--- src/rtl/uart_reg_master_if.sv ---
// uart_reg_master_if
//   Request/response bundle between a requester and uart_reg_master.
//   Request : req_valid_in, req_ready_out, req_write_in, req_addr_in[6:0],
//             req_wdata_in[7:0]
//   Response: rsp_valid_out (one-cycle pulse), rsp_data_out[7:0],
//             rsp_timeout_out, rsp_frame_err_out (qualify rsp_valid_out)
//   Modports: slave  - the uart_reg_master side (receives requests)
//             master - the requester side
interface uart_reg_master_if;
    logic       req_valid_in;
    logic       req_ready_out;
    logic       req_write_in;
    logic [6:0] req_addr_in;
    logic [7:0] req_wdata_in;
    logic       rsp_valid_out;
    logic [7:0] rsp_data_out;
    logic       rsp_timeout_out;
    logic       rsp_frame_err_out;

    modport slave (
        input  req_valid_in, req_write_in, req_addr_in, req_wdata_in,
        output req_ready_out, rsp_valid_out, rsp_data_out,
               rsp_timeout_out, rsp_frame_err_out
    );

    modport master (
        output req_valid_in, req_write_in, req_addr_in, req_wdata_in,
        input  req_ready_out, rsp_valid_out, rsp_data_out,
               rsp_timeout_out, rsp_frame_err_out
    );
endinterface

--- src/rtl/uart_reg_master.sv ---
// uart_reg_master
//   Host-side initiator for the UART register-bank protocol. A write sends
//   {0,addr} then data; a read sends {1,addr} and captures one reply byte.
//   Ports:
//     clk_in    - system clock
//     rst_in_n  - asynchronous active-low reset
//     bus       - request/response bundle (uart_reg_master_if.slave)
//     busy_out  - high while a transaction is in flight
//     tx_out    - UART line to the bank, idle high
//     rx_in     - UART line from the bank, asynchronous
//   GAP_BITS is expected to be >= 1 and CLKS_PER_BIT >= 4.
module uart_reg_master #(
    parameter int CLKS_PER_BIT = 142,
    parameter int GAP_BITS     = 1,
    parameter int TIMEOUT_BITS = 32
) (
    input  logic              clk_in,
    input  logic              rst_in_n,
    uart_reg_master_if.slave  bus,
    output logic              busy_out,
    output logic              tx_out,
    input  logic              rx_in
);
    localparam int GAP_CYC  = GAP_BITS * CLKS_PER_BIT;
    localparam int TOUT_CYC = TIMEOUT_BITS * CLKS_PER_BIT;
    localparam int HALF     = CLKS_PER_BIT / 2;
    localparam int CNT_MAX  = (GAP_CYC > CLKS_PER_BIT) ? GAP_CYC : CLKS_PER_BIT;
    localparam int CNT_W    = $clog2(CNT_MAX + 1);
    localparam int TOUT_W   = $clog2(TOUT_CYC + 1);

    typedef enum logic [2:0] {
        IDLE, TX_CMD, TX_GAP, TX_DATA, TX_GAP2, RX_WAIT, RX_BYTE, DONE
    } state_t;

    state_t              r_state, w_next;
    logic [CNT_W-1:0]    r_cnt;
    logic [TOUT_W-1:0]   r_tout;
    logic [3:0]          r_idx;
    logic                r_write;
    logic [7:0]          r_wdata;
    logic [9:0]          r_tx_sh;
    logic [7:0]          r_rx_sh;
    logic                r_rx_p0, r_rx_p1, r_rx_p2;
    logic [7:0]          r_rsp_data;
    logic                r_rsp_to, r_rsp_fe;

    logic w_accept, w_tx_state, w_bit_end, w_gap_end, w_frame_end;
    logic w_start, w_tout_end, w_rx_sample, w_false_start, w_stop, w_state_chg;

    assign w_accept      = bus.req_valid_in && (r_state == IDLE);
    assign w_tx_state    = (r_state == TX_CMD) || (r_state == TX_DATA);
    assign w_bit_end     = (r_cnt == CNT_W'(CLKS_PER_BIT - 1));
    assign w_gap_end     = (r_cnt == CNT_W'(GAP_CYC - 1));
    assign w_frame_end   = w_bit_end && (r_idx == 4'd9);
    // Falling edge on the synchronized line; p2 is the previous p1 value.
    assign w_start       = r_rx_p2 && !r_rx_p1;
    assign w_tout_end    = (r_tout == TOUT_W'(TOUT_CYC - 1));
    // Start bit is checked half a bit after the edge, later bits one bit apart.
    assign w_rx_sample   = (r_idx == 4'd0) ? (r_cnt == CNT_W'(HALF - 1)) : w_bit_end;
    assign w_false_start = w_rx_sample && (r_idx == 4'd0) && r_rx_p1;
    assign w_stop        = w_rx_sample && (r_idx == 4'd9);
    assign w_state_chg   = (w_next != r_state);

    always_ff @(posedge clk_in or negedge rst_in_n) begin
        if (!rst_in_n) r_state <= IDLE;
        else           r_state <= w_next;
    end

    always_comb begin
        w_next = r_state;
        case (r_state)
            IDLE:    if (w_accept)    w_next = TX_CMD;
            TX_CMD:  if (w_frame_end) w_next = TX_GAP;
            TX_GAP:  if (w_gap_end)   w_next = r_write ? TX_DATA : RX_WAIT;
            TX_DATA: if (w_frame_end) w_next = TX_GAP2;
            TX_GAP2: if (w_gap_end)   w_next = DONE;
            RX_WAIT: begin
                if (w_start)         w_next = RX_BYTE;
                else if (w_tout_end) w_next = DONE;
            end
            RX_BYTE: begin
                if (w_false_start)   w_next = RX_WAIT;
                else if (w_stop)     w_next = DONE;
            end
            DONE:    w_next = IDLE;
            default: w_next = IDLE;
        endcase
    end

    always_ff @(posedge clk_in or negedge rst_in_n) begin
        if (!rst_in_n) begin
            r_cnt      <= '0;
            r_idx      <= '0;
            r_tout     <= '0;
            r_write    <= 1'b0;
            r_rx_p0    <= 1'b1;
            r_rx_p1    <= 1'b1;
            r_rx_p2    <= 1'b1;
            r_rsp_data <= '0;
            r_rsp_to   <= 1'b0;
            r_rsp_fe   <= 1'b0;
        end else begin
            // Synchronizer (p0, p1) plus one history flop for edge detection.
            r_rx_p0 <= rx_in;
            r_rx_p1 <= r_rx_p0;
            r_rx_p2 <= r_rx_p1;

            if (w_state_chg || (w_tx_state && w_bit_end) ||
                ((r_state == RX_BYTE) && w_rx_sample))
                r_cnt <= '0;
            else
                r_cnt <= r_cnt + CNT_W'(1);

            if (w_state_chg)
                r_idx <= '0;
            else if ((w_tx_state && w_bit_end) || ((r_state == RX_BYTE) && w_rx_sample))
                r_idx <= r_idx + 4'd1;

            // Not cleared on a false start, so glitches cannot extend the wait.
            if (w_accept)
                r_tout <= '0;
            else if (r_state == RX_WAIT)
                r_tout <= r_tout + TOUT_W'(1);

            if (w_accept)
                r_write <= bus.req_write_in;

            if (w_accept) begin
                r_rsp_to <= 1'b0;
                r_rsp_fe <= 1'b0;
            end else if (w_state_chg && (w_next == DONE)) begin
                case (r_state)
                    RX_WAIT: begin
                        r_rsp_data <= '0;
                        r_rsp_to   <= 1'b1;
                    end
                    RX_BYTE: begin
                        r_rsp_data <= r_rx_sh;
                        r_rsp_fe   <= ~r_rx_p1;
                    end
                    default: r_rsp_data <= '0;
                endcase
            end
        end
    end

    // Datapath shift registers: contents are only observed in states that load them first.
    always_ff @(posedge clk_in) begin
        if (w_accept) begin
            r_wdata <= bus.req_wdata_in;
            r_tx_sh <= {1'b1, ~bus.req_write_in, bus.req_addr_in, 1'b0};
        end else if ((r_state == TX_GAP) && (w_next == TX_DATA)) begin
            r_tx_sh <= {1'b1, r_wdata, 1'b0};
        end else if (w_tx_state && w_bit_end) begin
            r_tx_sh <= {1'b1, r_tx_sh[9:1]};
        end

        if ((r_state == RX_BYTE) && w_rx_sample && (r_idx != 4'd0) && (r_idx != 4'd9))
            r_rx_sh <= {r_rx_p1, r_rx_sh[7:1]};
    end

    // Driven from state so reset forces the line high without waiting for a clock.
    assign tx_out                = w_tx_state ? r_tx_sh[0] : 1'b1;
    assign bus.req_ready_out     = (r_state == IDLE);
    assign busy_out              = (r_state != IDLE);
    assign bus.rsp_valid_out     = (r_state == DONE);
    assign bus.rsp_data_out      = r_rsp_data;
    assign bus.rsp_timeout_out   = r_rsp_to;
    assign bus.rsp_frame_err_out = r_rsp_fe;
endmodule

--- src/flat_wrapper.sv ---
// flat-port wrapper written by rule: the top's interface ports become plain ports
module uart_reg_master_flat 
#(
    parameter int CLKS_PER_BIT = 142,
    parameter int GAP_BITS     = 1,
    parameter int TIMEOUT_BITS = 32
)
  (clk_in, rst_in_n, busy_out, tx_out, rx_in, bus_req_valid_in, bus_req_write_in, bus_req_addr_in, bus_req_wdata_in, bus_req_ready_out, bus_rsp_valid_out, bus_rsp_data_out, bus_rsp_timeout_out, bus_rsp_frame_err_out);
  uart_reg_master_if bus_i ();
  input  logic clk_in;
  input  logic rst_in_n;
  output logic busy_out;
  output logic tx_out;
  input  logic rx_in;
  input wire logic [$bits(bus_i.req_valid_in)-1:0] bus_req_valid_in;
  input wire logic [$bits(bus_i.req_write_in)-1:0] bus_req_write_in;
  input wire logic [$bits(bus_i.req_addr_in)-1:0] bus_req_addr_in;
  input wire logic [$bits(bus_i.req_wdata_in)-1:0] bus_req_wdata_in;
  output wire logic [$bits(bus_i.req_ready_out)-1:0] bus_req_ready_out;
  output wire logic [$bits(bus_i.rsp_valid_out)-1:0] bus_rsp_valid_out;
  output wire logic [$bits(bus_i.rsp_data_out)-1:0] bus_rsp_data_out;
  output wire logic [$bits(bus_i.rsp_timeout_out)-1:0] bus_rsp_timeout_out;
  output wire logic [$bits(bus_i.rsp_frame_err_out)-1:0] bus_rsp_frame_err_out;
  assign bus_i.req_valid_in = bus_req_valid_in;
  assign bus_i.req_write_in = bus_req_write_in;
  assign bus_i.req_addr_in = bus_req_addr_in;
  assign bus_i.req_wdata_in = bus_req_wdata_in;
  assign bus_req_ready_out = bus_i.req_ready_out;
  assign bus_rsp_valid_out = bus_i.rsp_valid_out;
  assign bus_rsp_data_out = bus_i.rsp_data_out;
  assign bus_rsp_timeout_out = bus_i.rsp_timeout_out;
  assign bus_rsp_frame_err_out = bus_i.rsp_frame_err_out;
  uart_reg_master #(.CLKS_PER_BIT(CLKS_PER_BIT), .GAP_BITS(GAP_BITS), .TIMEOUT_BITS(TIMEOUT_BITS)) u_core (.clk_in(clk_in), .rst_in_n(rst_in_n), .bus(bus_i), .busy_out(busy_out), .tx_out(tx_out), .rx_in(rx_in));
endmodule
--- config.mk ---
export PLATFORM = sky130hd
export DESIGN_NAME = uart_reg_master_flat
export DESIGN_NICKNAME = d
export VERILOG_FILES = /design/src/rtl/uart_reg_master_if.sv /design/src/rtl/uart_reg_master.sv /design/src/flat_wrapper.sv
export SDC_FILE = /design/constraint.sdc
export NUM_CORES = 1
export LEC_CHECK = 0
export CAP_MARGIN = 20
export CORE_UTILIZATION = 40
export CTS_BUF_LIST = sky130_fd_sc_hd__clkbuf_4 sky130_fd_sc_hd__clkbuf_8
export DETAILED_ROUTE_END_ITERATION = 12
export DONT_BUFFER_PORTS = 1
export PLACE_DENSITY = 0.52
export SKIP_CTS_REPAIR_TIMING = 1
export SLEW_MARGIN = 20
export SYNTH_ARGS = -nofsm -noshare
export SYNTH_HDL_FRONTEND = slang
export SYNTH_SLANG_ARGS = --single-unit
--- constraint.sdc ---
create_clock -name clk_in -period 2.15 [get_ports clk_in]
set_clock_uncertainty 0.05 [all_clocks]
set_input_delay 0.5375 -clock clk_in [delete_from_list [all_inputs] [get_ports clk_in]]
set_output_delay 0.5375 -clock clk_in [all_outputs]
set_load 0.05 [all_outputs]
==> out/qor.yml <==
critical_path:
  crit_family: "simple AND/OR/NAND/NOR gates"
  crit_fanout: 12
  crit_chain: "and2_1 -> nand4_4 -> or3_1 -> nand4_2 -> o21bai_4 -> buf_12 -> nor4b_2"
  cp_data_arrival_time_ps: 2260
  critical_path_class: "reg2reg"
  crit_buf_inv: 1
  cp-start-kind: "flip-flop"
  reg2reg_slack_ps: 80
  cp_data_required_time_ps: 2340
  critPathCaptureType: "flip-flop"
  critPathSlowestCell: "dfrtp_1"
  max_stage_delay_ps: 450
global_routing:
  overflow: 0
  grt_usage: 0.167
  antenna_found_initial: 0
  grt_start_max_net_pins: 43
  grt_pass1_vias: 2264
  grt_pass1_wl_mm: 11.0
synth:
  synthArstFlopShare: 0.627
  yosys-top-cells-area: "dfrtp_1 30%, edfxtp_1 22%, nand2_1 4.1%"
  synth_xor_area_frac: 0.0532
  ys_types: 55
  synth_top_area_frac: 0.296
  synth_top_family_by_area: "simple AND/OR/NAND/NOR gates"
  synth-edff-count: 24
  ys.flop_type: "dfrtp_1"
  synthTopCellsByCount: "39 x dfrtp_1, 36 x nand2_1, 24 x edfxtp_1"
  synth_simple_gate_area_frac: 0.220
  synth_compound_area_frac: 0.103
  synth_area_sq_um: 3290
  synth-seq-area-share: 0.545
  synthAdderAreaFrac: 0.0266
  avgSynthCellArea_sq_um: 11.5
  yosys-mux-area-fraction: 0.0125
  synth_nets: 313
  ys_seq_elements: 67
  synth.most_common_cell: "dfrtp_1"
  synth_top_area_cell: "dfrtp_1"
  yosys_warnings: 0
  syn_inst: 286
timing:
  finalHoldViolCount: 0
  setup_viol: 0
  worst_slew_pin_slew_ps: 513
  grt_setup_unrepaired: "yes"
  min_period_ps: 2070
  relSlewSlack: 0.658
  fmax_mhz: 483
  min_period_over_period: 0.963
  report.final.slew_viol_count: 0
  tns_ps: 0
detailed_routing:
  vias_per_cell: 5.10
  dr.pass1.iters: 4
  ant_nets: 0
  via_count: 2234
  wl_per_cell_um: 14.8
  wirelength_mm: 6.49
  drtIter0Drc: 95
  drc_errors: 0
cells_and_area:
  stdcell_area_sq_um: 4040
  drive_gt1_frac: 0.307
  fillers: 735
  fin_cells: 438
  final_nets: 358
  n_antenna_cell: 0
  syn2layout_area_growth_pct: 22.5
floorplan:
  die_width_um: 92.8
  start_util: 0.420
  coreArea_sq_um: 7850
  ios: 34
  die_h_um: 92.8
  dieArea_sq_um: 8600
  rows: 32
clock_tree:
  path_clk_slew_ps: 70
  cts-root-buf: "clkbuf_8"
  cts_made_buffers: 9
  clk_latency_ps: 340
  clockBufferDepth: 2
  cts_tree: "done"
  htree_levels: 3
  cts.sinks: 67
placed_design:
  place_area_sq_um: 3710
  io_buffers: 0
  dp_hpwl_mm: 4.42
  gp_congestion: 0.762
  dp_cells: 418
pwr:
  p_leak_uw: 0.00167
  p_per_area_nw_per_um2: 594
  peakVddDrop_mv: 0.563
hold_path:
  hp-class: "in2reg"
outcome:
  status: "finished clean"
flow_run:
  cap_violations: 0
## area by class of cell
cell class | instances | area [sq um] | area share
Tap cell | 102 | 128 | 0.0316
Sequential cell | 67 | 1800 | 0.446
Timing Repair Buffer | 50 | 447 | 0.111
Clock inverter | 7 | 75.1 | 0.0186
Inverter | 6 | 22.5 | 0.00558
Multi-Input combinational cell | 197 | 1440 | 0.357
Clock buffer | 9 | 124 | 0.0307
## layer usage
| metal | wire [um] | global-route usage |
|---|---|---|
| met1 | 3190 | 0.218 |
| met2 | 3000 | 0.261 |
| met3 | 210 | 0.0517 |
| met4 | 86 | 0.0615 |
| met5 | 0 | 0 |
## layout by cell type (no fill, tap or decap), types with 3 or more instances in the layout
cell type | Yosys | routed
a21oi_1 | 7 | 7
a22o_1 | 8 | 8
a22oi_1 | 7 | 7
and3_1 | 9 | 9
and3b_1 | 5 | 4
buf_12 | 0 | 3
buf_4 | 3 | 42
buf_6 | 4 | 3
clkbuf_8 | 0 | 9
dfrtp_1 | 39 | 36
dfrtp_2 | 0 | 3
dfstp_2 | 3 | 3
edfxtp_1 | 24 | 24
ha_1 | 7 | 7
inv_1 | 6 | 5
inv_6 | 0 | 3
mux2i_1 | 3 | 3
nand2_1 | 36 | 36
nand3_1 | 6 | 6
nand4_1 | 7 | 7
nor2_1 | 19 | 18
nor2b_1 | 4 | 3
nor3_1 | 5 | 4
nor3_2 | 11 | 11
o21ai_0 | 4 | 4
or3_1 | 4 | 4
xnor2_1 | 8 | 8
xor2_1 | 12 | 12
## flip-flops by register name (all words and copies together), names as in the netlist
name                          cells
u_core.r_tout                    13
u_core.r_tx_sh                    9
u_core.bus.rsp_data_out           8
u_core.r_cnt                      8
u_core.r_rx_sh                    8
u_core.r_wdata                    8
u_core.r_idx                      4
u_core.r_state                    3
u_core.bus.rsp_frame_err_out      1
u_core.bus.rsp_timeout_out        1
u_core.r_rx_p0                    1
u_core.r_rx_p1                    1
u_core.r_rx_p2                    1
u_core.r_write                    1
## per-stage QoR
step	hold slack, ps	worst slack, ps	utilization	power (uW)
floorplan	192	7.62	-	1350
global placement	193	2.92	0.473	1350
detailed placement	193	-82.2	0.473	1350
CTS	-193	-85.3	0.498	2430
global route	117	-61.2	0.514	2510
finish	148	79.6	0.514	2400
## logic make-up (layout without fill, tap and decap cells)
kind of cell             count (synthesis)  after routing
XOR/XNOR                                20             20
flip-flops                              67             67
multiplexers                             4              4
adder cells (fa/ha/maj)                  7              7
AO/OA/AOI/OAI                           42             42
AND/OR/NAND/NOR                        124            124
buffers and inverters                   22             72
## worst register-to-register path, delay by kind of cell (launching register included)
kind / cells / cell delay, ps
and+or+nand+nor: 5 / 1250
AOI/OAI and AO/OA: 1 / 80
DFF: 1 / 450
buffers and inverters: 1 / 150
## worst paths after layout
check                                 from  cells past startpoint              end
max                        u_core.r_cnt[3]                      7  u_core.r_cnt[1]
min                                  rx_in                      0   u_core.r_rx_p0
max reg2reg                u_core.r_cnt[3]                      7  u_core.r_cnt[1]
min reg2reg                 u_core.r_rx_p0                      0   u_core.r_rx_p1
max in group asynchronous         rst_in_n                      2   u_core.r_rx_p1
min in group asynchronous         rst_in_n                      2  u_core.r_cnt[0]
## power by group
part | total, uW | internal [uW] | switching [uW]
clock | 1050 | 543 | 506
combinational | 25.8 | 7.86 | 17.9
sequential | 1320 | 1320 | 2.32
Note: power is estimated with default switching activity, not from simulation.
